<file path="config.mk">
export PLATFORM = sky130hd
export DESIGN_NAME = iterative_left_shift
export DESIGN_NICKNAME = d
export VERILOG_FILES = /design/src/rtl/iterative_left_shift.sv
export SDC_FILE = /design/constraint.sdc
export NUM_CORES = 1
export LEC_CHECK = 0
export ABC_CLOCK_PERIOD_IN_PS = 3350
export BUFFER_PORTS_ARGS = -buffer_cell sky130_fd_sc_hd__buf_2
export CAP_MARGIN = 20
export CORE_AREA = 2 2 43 45
export DETAILED_ROUTE_END_ITERATION = 16
export DIE_AREA = 0 0 45 47
export PLACE_DENSITY = 0.8
export SYNTH_ARGS = -nofsm -noshare
export SYNTH_HDL_FRONTEND = slang
export SYNTH_SLANG_ARGS = --single-unit
</file>
<file path="constraint.sdc">
create_clock -name clk -period 3.35 [get_ports clk]
set_input_delay 0.335 -clock clk [delete_from_list [all_inputs] [get_ports clk]]
set_output_delay 0.335 -clock clk [all_outputs]
set_load 0.01 [all_outputs]
</file>
<file path="src/rtl/iterative_left_shift.sv">
// ---------------------------------------------------------------------------
// iterative_left_shift
//
// Multi-cycle logical left shifter for the 8-bit ALU shift path. Shifts an
// 8-bit operand left by a 5-bit amount, one bit position per clock. It
// reports the last bit shifted out of bit 7 (carry) and a zero flag for the
// status register.
//
// Ports:
//   clk    in   1  rising-edge clock
//   rst_n  in   1  asynchronous active-low reset
//   start  in   1  shift request, accepted only in IDLE or DONE
//   in     in   8  operand, sampled with an accepted start
//   shamt  in   5  shift amount 0..31, sampled with an accepted start
//   out    out  8  working/result register, valid while done=1 and held
//   carry  out  1  last bit shifted out of bit 7 (0 if no shift happened)
//   zero   out  1  out == 0
//   busy   out  1  high while shifting
//   done   out  1  one-cycle result-valid pulse
// ---------------------------------------------------------------------------
module iterative_left_shift (
    input  logic       clk,
    input  logic       rst_n,
    input  logic       start,
    input  logic [7:0] in,
    input  logic [4:0] shamt,
    output logic [7:0] out,
    output logic       carry,
    output logic       zero,
    output logic       busy,
    output logic       done
);

    typedef enum logic [1:0] {
        IDLE  = 2'd0,
        SHIFT = 2'd1,
        DONE  = 2'd2
    } state_t;

    state_t     state_q;
    logic [7:0] out_q;
    logic       carry_q;
    logic [3:0] count_q;
    logic       busy_q;
    logic       done_q;
    logic [3:0] count_d;

    // Nine shifts already flush every operand bit and a zero into carry, so
    // larger amounts are clamped to 9 to bound latency.
    always_comb begin
        count_d = '0;
        if (shamt > 5'd9) begin
            count_d = 4'd9;
        end else begin
            count_d = shamt[3:0];
        end
    end

    always_ff @(posedge clk or negedge rst_n) begin
        if (!rst_n) begin
            state_q <= IDLE;
            out_q   <= '0;
            carry_q <= 1'b0;
            count_q <= '0;
            busy_q  <= 1'b0;
            done_q  <= 1'b0;
        end else begin
            case (state_q)
                IDLE, DONE: begin
                    if (start) begin
                        out_q   <= in;
                        carry_q <= 1'b0;
                        count_q <= count_d;
                        if (count_d == 4'd0) begin
                            state_q <= DONE;
                            busy_q  <= 1'b0;
                            done_q  <= 1'b1;
                        end else begin
                            state_q <= SHIFT;
                            busy_q  <= 1'b1;
                            done_q  <= 1'b0;
                        end
                    end else begin
                        state_q <= IDLE;
                        busy_q  <= 1'b0;
                        done_q  <= 1'b0;
                    end
                end
                SHIFT: begin
                    carry_q <= out_q[7];
                    out_q   <= {out_q[6:0], 1'b0};
                    count_q <= count_q - 4'd1;
                    if (count_q == 4'd1) begin
                        state_q <= DONE;
                        busy_q  <= 1'b0;
                        done_q  <= 1'b1;
                    end
                end
                default: begin
                    state_q <= IDLE;
                    busy_q  <= 1'b0;
                    done_q  <= 1'b0;
                end
            endcase
        end
    end

    assign out   = out_q;
    assign carry = carry_q;
    assign zero  = (out_q == '0);
    assign busy  = busy_q;
    assign done  = done_q;

endmodule

</file>
**Word level (Yosys, flattened, before mapping)**

Cells that the tools add are included.
Widths: inputs -> output; s select.

- Output and inout port bits: 12
- Input bits: 16
- Register bits after elaboration: 17

- Order comparisons: 1
- Multiplexer cells: 19
- Eq/ne operators: 5
- Add/sub/neg operators: 1
- Reductions and logical operators: 6

Operators by type and width:

| cell | number |
|---|---|
| $pmux 8 s2 | 1 |
| $logic_not 8->1 | 1 |
| $mux 4 | 2 |
| $mux 8 | 1 |
| $pmux 4 s2 | 1 |
| $mux 1 | 7 |
| $mux 2 | 3 |
| $pmux 1 s2 | 3 |
| $gt 5x4->1 const B | 1 |
| $eq 4x1->1 const B | 1 |
| $logic_not 4->1 | 1 |
| $ne 2x2->1 const B | 2 |
| $pmux 2 s2 | 1 |
| $sub 4x1->4 const B | 1 |
| $eq 2x1->1 const B | 1 |
| $eq 2x2->1 const B | 1 |
| $logic_not 2->1 | 1 |
| $reduce_and 2->1 | 1 |
| $reduce_bool 2->1 | 1 |
| $reduce_or 2->1 | 1 |

**Longest topological paths before layout**

Gate-level depths: netlist (run 1).

- Depth in word-level cells: 6
- Mapped depth: 5
- Gate-level depth less buffers: 5

**Least setup slack after synthesis (run 1)**

OpenSTA, ideal clock, no wires.

- Path type: register to output
- Start: reg out_q[4] (netlist: out[4])
- End: out zero
- Arrival time: 1.117 ns
- Stages on the path, launching flop included: 3
- Slack: 1.898 ns
- Path buffers: 0
- Required time: 3.015 ns
- Path through: dfrtp_1 > or4_1 > nor2_1

- Longest elaborated chain between the ends: 1

RTL lines:

| item | RTL line | source |
|---|---|---|
| start: declaration | 41 | `logic [7:0] out_q;` |
| start signal: assignment | 71 | `out_q <= in;` |
| start signal: assignment | 91 | `out_q <= {out_q[6:0], 1'b0};` |
| $logic_not 8->1 | 110 | `assign zero = (out_q == '0);` |
| end: declaration | 29 | `output logic zero,` |

No other way between the ends.

**Worst setup path in the final report (run 1)**

Ends and elaborated chain as after synthesis.

==> flow_summary_export.csv, run 1 <==
group,metric,value,unit
routing,drc,0,
run_status,run_status,"finished, final reports clean",
logic_synthesis,synthFlopType,"dfrtp_1",
routing,wl_per_cell,14.43,um
sta,setup-tns-final,0,ps
power_and_ir_drop,switching_share,40.58,%
setup_path,cp_data_required_time,3010,ps
global_routing,grt_overflow,0,
routing,vias,728,
finish,layout_common_cells,"buf_2, dfrtp_1, nand3_1, nand2_1",
sta,fmax,0.5471,GHz
clock_tree,clk_pin_slew,100,ps
logic_synthesis,yosysUniqueCellTypes,30,
power_and_ir_drop,switchingPower,0.0003671,W
logic_synthesis,synth.avg_cell_area,10.31,um^2
logic_synthesis,synth-edff-count,0,
finish,num-fill-cells,144,
setup_path,r2r_start,"count_q[1]",
finish,multi_input_area,375.4,um^2
power_and_ir_drop,powerDensity,917.6,nW/um^2
routing,routed-wl-met3,146,um
clock_tree,post_cts_buffers,0,
setup_path,path_max_fanout,4,
logic_synthesis,ys_warn_count,0,
setup_path,startpoint,"out[4]",
clock_tree,htreeDepth,1,
worst_hold_path,hold_class,"in -> reg",
power_and_ir_drop,p_clk_share,13.8,%
sta,worst_slew_pin_slew,588.1,ps
routing,wl_met2,850,um
clock_tree,cts-root-buf,"clkbuf_4",
routing,vias_per_cell,5.871,
setup_path,crit_type,"reg -> out",
clock_tree,cts_buffers,3,
floorplanning,io_pins,28,
power_and_ir_drop,leakage,0.5114,nW
setup_path,startpoint_type,"register",
floorplanning,num_rows,15,
sta,slew_violations,0,
routing,dr.pass1.iters,4,
finish,regArea,400.4,um^2
floorplanning,dieHeight,47,um
global_routing,grt_pass1_wl,2.842,mm
floorplanning,die-width,45,um
clock_tree,clk_latency,280,ps
setup_path,r2r_end,"state_q[0]",
routing,ant_nets,0,
logic_synthesis,ys_ff_latch,16,
place,placed_cells,119,
routing,top_layer,"met3",
clock_tree,cts.sinks,16,
worst_hold_path,hold_path_depth,3,
power_and_ir_drop,combPwrFrac,46.4,%
logic_synthesis,syn_nets,97,
sta,finClkSkew,9.971,ps
finish,stdcell_count,124,
power_and_ir_drop,seq_power_share,39.8,%
place,gp_congestion,0.7665,
finish,num_antenna_cells,0,
setup_path,worstPathArrival,1490,ps
finish,finalNetCount,126,
sta,period_share,54.57,%
routing,wl,1.789,mm
routing,routedLengthMet1,792,um
finish,final_common_cell,"buf_2",
setup_path,path_cells,"or4_1, nor2_1, buf_2",
floorplanning,initial_core_util,49.32,%
power_and_ir_drop,ir_worst_vdd,0.0005034,V
sta,relSlewSlack,60.24,%
run,drv_cap,0,
setup_path,crit_path_max_incr_delay,530,ps
finish,stdcell_area,985.9,um^2
sta,grt_setup_unrepaired,"false",
logic_synthesis,postSynthCellCount,79,
clock_tree,cts_buffer_depth,2,
sta,hold_viol,0,
worst_hold_path,min-delay-start,"in[6]",
power_and_ir_drop,internal_power,0.0005376,W
global_routing,grt_pass1_vias,640,
setup_path,r2r_cells,5,
worst_hold_path,min_to,"out[6]",
setup_path,reg2reg_slack,1950,ps
finish,drive_above_1_share,33.64,%
place,hpwlAfterDp,1.304,mm
global_routing,grt_start_max_net_pins,17,
setup_path,slowest_stage,"or4_1",
sta,finalCriticalPeriod,1828,ps
setup_path,end_kind,"output pin",
place,io_buffer_count,27,
sta,finalSetupViolCount,0,
clock_tree,tritoncts,"yes",
logic_synthesis,netlist_area,814.5,um^2
global_routing,grt_antenna_before_repair,0,
floorplanning,core-area,1652,um^2
logic_synthesis,async_reset_ff_share,100.0,%
global_routing,grt_use_total,18.82,%
routing,drt-initial-drc-count,26,
logic_synthesis,ys_seq_area_share,49.16,%
place,dpl-instance-area,939.7,um^2
floorplanning,fp.dieArea,2115,um^2
finish,syn_to_final_growth,21.04,%
[area by class of cell]
class                   count  area share [%]
repair buffers             28           14.72
clock buffers               4           3.680
multi-input cells          57           38.07
inverters                   2          0.7614
well taps                  17           2.157
flip-flops and latches     16           40.61
[sequential cells by signal, summed over array words and instances (netlist names)]
| register | cells |
|---|---|
| count_q | 4 |
| out | 8 |
| state_q | 2 |
| carry | 1 |
| busy | 1 |
[worst max-delay path by stage]
stage           end  slack, ps  cells past startpoint
6_report       zero       1520                      3
5_1_grt        zero       1460                      3
4_1_cts        zero       1530                      3
3_5_place_dp   zero       1860                      3
3_3_place_gp   zero       1880                      3
2_1_floorplan  zero       1900                      2
[through the flow]
stage               hold slack (ps)  total power [W]  setup slack (ps)  util [%]
floorplan                     39.41        0.0006655              1898         -
global placement              265.5        0.0007667              1877     56.89
detailed placement            271.8        0.0007830              1857     56.89
CTS                           268.8        0.0009116              1529     59.70
global route                  262.5        0.0009826              1460     59.70
finish                        273.7        0.0009047              1522     59.70
[cell families (layout without fill, tap and decap cells)]
logic type                 Yosys count  count (layout)  synth area share, %
AOI/OAI and AO/OA                   19              19                16.74
muxes                                1               1                1.229
buffers and inverters                6              34                4.761
and+or+nand+nor                     35              35                25.04
adders and majority gates            2               2                3.072
DFF                                 16              16                49.15
[routing by layer]
metal  GRT usage [%]  up-vias
met3           2.308        0
met1           25.67      348
met2           30.00       34
met5               0        -
met4           8.824        0
li1                -      346
[cell usage after synthesis, types with 2 or more instances]
master   count  area share, %
buf_4        2            1.8
ha_1         2            3.1
a22oi_1      6            5.5
a21oi_1      2            1.2
dfrtp_1     16             49
inv_1        2           0.92
nor3_1       5            3.1
o21ai_0      2            1.2
nor2_1       6            2.8
or4_1        2            1.8
a22o_1       3            3.2
nand3_1      7            4.3
nand2_1      7            3.2
[critical path, delay by kind of cell, from the launching register on]
| family | cells | cell delay (ps) |
|---|---|---|
| and+or+nand+nor | 2 | 660 |
| DFF | 1 | 410 |
| buffers and inverters | 1 | 140 |
[repair_timing]
item,4_1_cts,5_1_grt
endpoints found under the setup margin,0,0
hold endpoints to repair,16,0
resized for setup,0,0
hold buffers,1,0
[power by group through the flow]
stage / logic (W) / clock network (W) / registers [W]
finish: 0.000420 / 0.000125 / 0.000360
CTS: 0.000423 / 0.000129 / 0.000359
floorplan: 0.000289 / 0 / 0.000377
detailed placement: 0.000421 / 0 / 0.000362
global route: 0.000469 / 0.000139 / 0.000375
global placement: 0.000411 / 0 / 0.000356
No activity file was read; power rests on OpenSTA's default activity.
==> run 2: changes to the inputs <==
==> config.mk (replaced) <==
export PLATFORM = sky130hd
export DESIGN_NAME = iterative_left_shift
export DESIGN_NICKNAME = d
export VERILOG_FILES = /design/src/rtl/iterative_left_shift.sv
export SDC_FILE = /design/constraint.sdc
export NUM_CORES = 1
export LEC_CHECK = 0
export ABC_AREA = 1
export ABC_CLOCK_PERIOD_IN_PS = 1500
export BUFFER_PORTS_ARGS = -buffer_cell sky130_fd_sc_hd__buf_2
export CAP_MARGIN = 20
export CORE_AREA = 2 2 57 43
export DETAILED_ROUTE_END_ITERATION = 16
export DIE_AREA = 0 0 59 45
export PLACE_DENSITY = 0.71
export SYNTH_ARGS = -nofsm -noshare
export SYNTH_HDL_FRONTEND = slang
export SYNTH_SLANG_ARGS = --single-unit
==> constraint.sdc (replaced) <==
create_clock -name clk -period 1.5 [get_ports clk]
set_input_delay 0.15 -clock clk [delete_from_list [all_inputs] [get_ports clk]]
set_output_delay 0.15 -clock clk [all_outputs]
set_load 0.01 [all_outputs]
==> flow_summary_export.csv, run 2 <==
group,metric,value,unit
routing,dr.pass1.iters,4,
setup_path,startpoint_type,"register",
routing,drc,0,
sta,relSlewSlack,75.03,%
clock_tree,cts.sinks,16,
routing,vias,810,
logic_synthesis,synthAdderAreaFrac,2.865,%
finish,syn_to_final_growth,22.06,%
logic_synthesis,ys_warn_count,0,
routing,vias_per_cell,4.939,
logic_synthesis,postSynthCellCount,110,
power_and_ir_drop,ir_worst_vdd,0.0008900,V
clock_tree,clk_pin_slew,100,ps
setup_path,reg2reg_slack,330,ps
worst_hold_path,hold_class,"in -> reg",
floorplanning,fp.dieArea,2655,um^2
routing,ant_nets,0,
routing,wl_per_cell,11.85,um
logic_synthesis,synth_top_area_share,45.85,%
power_and_ir_drop,switching_share,46.21,%
logic_synthesis,yosysUniqueCellTypes,22,
power_and_ir_drop,p_clk_share,11.0,%
clock_tree,cts_buffer_depth,2,
floorplanning,die-width,59,um
sta,grt_setup_unrepaired,"false",
sta,finalCriticalPeriod,1387,ps
floorplanning,num_rows,14,
place,hpwlAfterDp,1.511,mm
routing,routed-wl-met3,178,um
sta,worst_slew_pin_slew,374.5,ps
logic_synthesis,synth-compound-area-share,7.880,%
clock_tree,cts_buffers,3,
routing,wl_met2,793,um
setup_path,path_max_fanout,3,
sta,setup-tns-final,0,ps
finish,drive_above_1_share,29.29,%
sta,hold_viol,0,
finish,finalNetCount,160,
finish,fin_util,51.57,%
logic_synthesis,yosysMostFrequentCell,"nand2_1",
power_and_ir_drop,leakage,0.5882,nW
sta,slew_violations,0,
run_status,run_status,"finished, final reports clean",
logic_synthesis,ys_seq_area_share,45.85,%
logic_synthesis,synth_common_cells,"nand2_1, dfrtp_1, inv_1",
finish,num-fill-cells,211,
floorplanning,dieHeight,45,um
logic_synthesis,async_reset_ff_share,100.0,%
global_routing,grt_start_max_net_pins,17,
floorplanning,core-area,2067,um^2
place,gp_congestion,0.8455,
clock_tree,tritoncts,"yes",
logic_synthesis,synth_top_family_by_area,"simple AND/OR/NAND/NOR gates",
logic_synthesis,synth_xor_area_share,0,%
sta,finalSetupViolCount,0,
logic_synthesis,synthSimpleGateAreaFrac,34.10,%
global_routing,grt_use_total,17.73,%
power_and_ir_drop,powerDensity,1989,nW/um^2
routing,top_layer,"met4",
power_and_ir_drop,switchingPower,0.0009800,W
sta,finClkSkew,3.407,ps
routing,drt-initial-drc-count,20,
power_and_ir_drop,internal_power,0.001141,W
setup_path,crit_type,"reg -> out",
finish,largest_reg_flops,8,
finish,final_common_cell,"nand2_1",
logic_synthesis,synth.avg_cell_area,7.939,um^2
global_routing,grt_pass1_wl,3.450,mm
place,io_buffer_count,27,
logic_synthesis,muxShareOfSynthArea,0,%
finish,num_antenna_cells,0,
clock_tree,clk_latency,290,ps
floorplanning,io_pins,28,
logic_synthesis,syn_nets,128,
setup_path,end_kind,"output pin",
power_and_ir_drop,seq_power_share,37.7,%
finish,layout_common_cells,"nand2_1, buf_2, dfrtp_1, inv_1, nand3_1",
clock_tree,cts-root-buf,"clkbuf_4",
sta,period_share,92.49,%
power_and_ir_drop,combPwrFrac,51.3,%
setup_path,cp_data_required_time,1350,ps
global_routing,grt_antenna_before_repair,0,
routing,routedLengthMet1,966,um
global_routing,grt_overflow,0,
floorplanning,initial_core_util,42.25,%
sta,holdWs,69.86,ps
logic_synthesis,yosysTopAreaCell,"dfrtp_1",
logic_synthesis,synthFlopType,"dfrtp_1",
global_routing,grt_pass1_vias,760,
clock_tree,post_cts_buffers,0,
logic_synthesis,ys_ff_latch,16,
setup_path,worstPathArrival,1240,ps
logic_synthesis,netlist_area,873.3,um^2
logic_synthesis,synth_area_leaders,"dfrtp_1, nand2_1, nand3_1, inv_1, nor2_1",
sta,fmax,0.7208,GHz
routing,wl,1.944,mm
run,drv_cap,0,
logic_synthesis,synth-edff-count,0,
clock_tree,htreeDepth,1,
run 2: per-stage QoR:
stage | total power, W | instance area (um^2) | instances | setup WS (ps)
floorplan | 0.001580 | 873.3 | 110 | 409.5
detailed placement | 0.001888 | 1027 | 160 | 335.8
global route | 0.002331 | 1066 | 164 | 21.05
global placement | 0.001860 | 1027 | 160 | 379.8
CTS | 0.002126 | 1060 | 164 | 75.20
finish | 0.002121 | 1066 | 164 | 112.6
run 2: power by group through the flow:
stage	clock, W	sequential, W	combinational (W)
after floorplan	0	0.000841	0.000739
after global placement	0	0.000802	0.00106
after detailed placement	0	0.000804	0.00108
after CTS	0.000238	0.000796	0.00109
after global routing	0.000258	0.000833	0.00124
final	0.000234	0.000800	0.00109
run 2: logic make-up (layout without fill, tap and decap cells):
logic type               after synthesis  count (layout)
AO/OA/AOI/OAI                         11              11
flip-flops                            16              16
AND/OR/NAND/NOR                       63              63
buffers and inverters                 18              48
adder cells (fa/ha/maj)                2               2
run 2: cell type report:
class,instances,area (um^2),share of cell area (%)
flip-flops and latches,16,400.4,37.56
multi-input cells,76,397.9,37.32
repair buffers,29,152.6,14.32
inverters,16,62.56,5.869
well taps,24,30.03,2.817
clock buffers,3,22.52,2.113
run 2: critical path: stages, from the launching register on:
cell and delay (ps):
dfrtp_1 390, inv_1 100, nand2_1 80, nor4_2 210
buf_2 170
run 2: worst paths after layout:
kind                            start    endpoint  depth (start not counted)
min in group asynchronous       rst_n      out[5]                          2
max in group asynchronous       rst_n      out[6]                          2
setup reg to reg           count_q[0]  count_q[1]                          5
setup / recovery               out[2]        zero                          4
hold / removal                  in[5]      out[5]                          3
hold reg to reg                 carry       carry                          2
run 2: repair_timing:
item | CTS | global route
setup endpoints to repair | 0 | 1
gates resized for setup | 0 | 1
hold buffers | 1 | 0
endpoints found under the hold margin | 16 | 0
run 2: metal layers:
layer  vias up  track usage, %
met1       358           25.69
met5         -               0
met3         2           7.163
met2        39           25.33
met4         0           3.182
li1        411               -
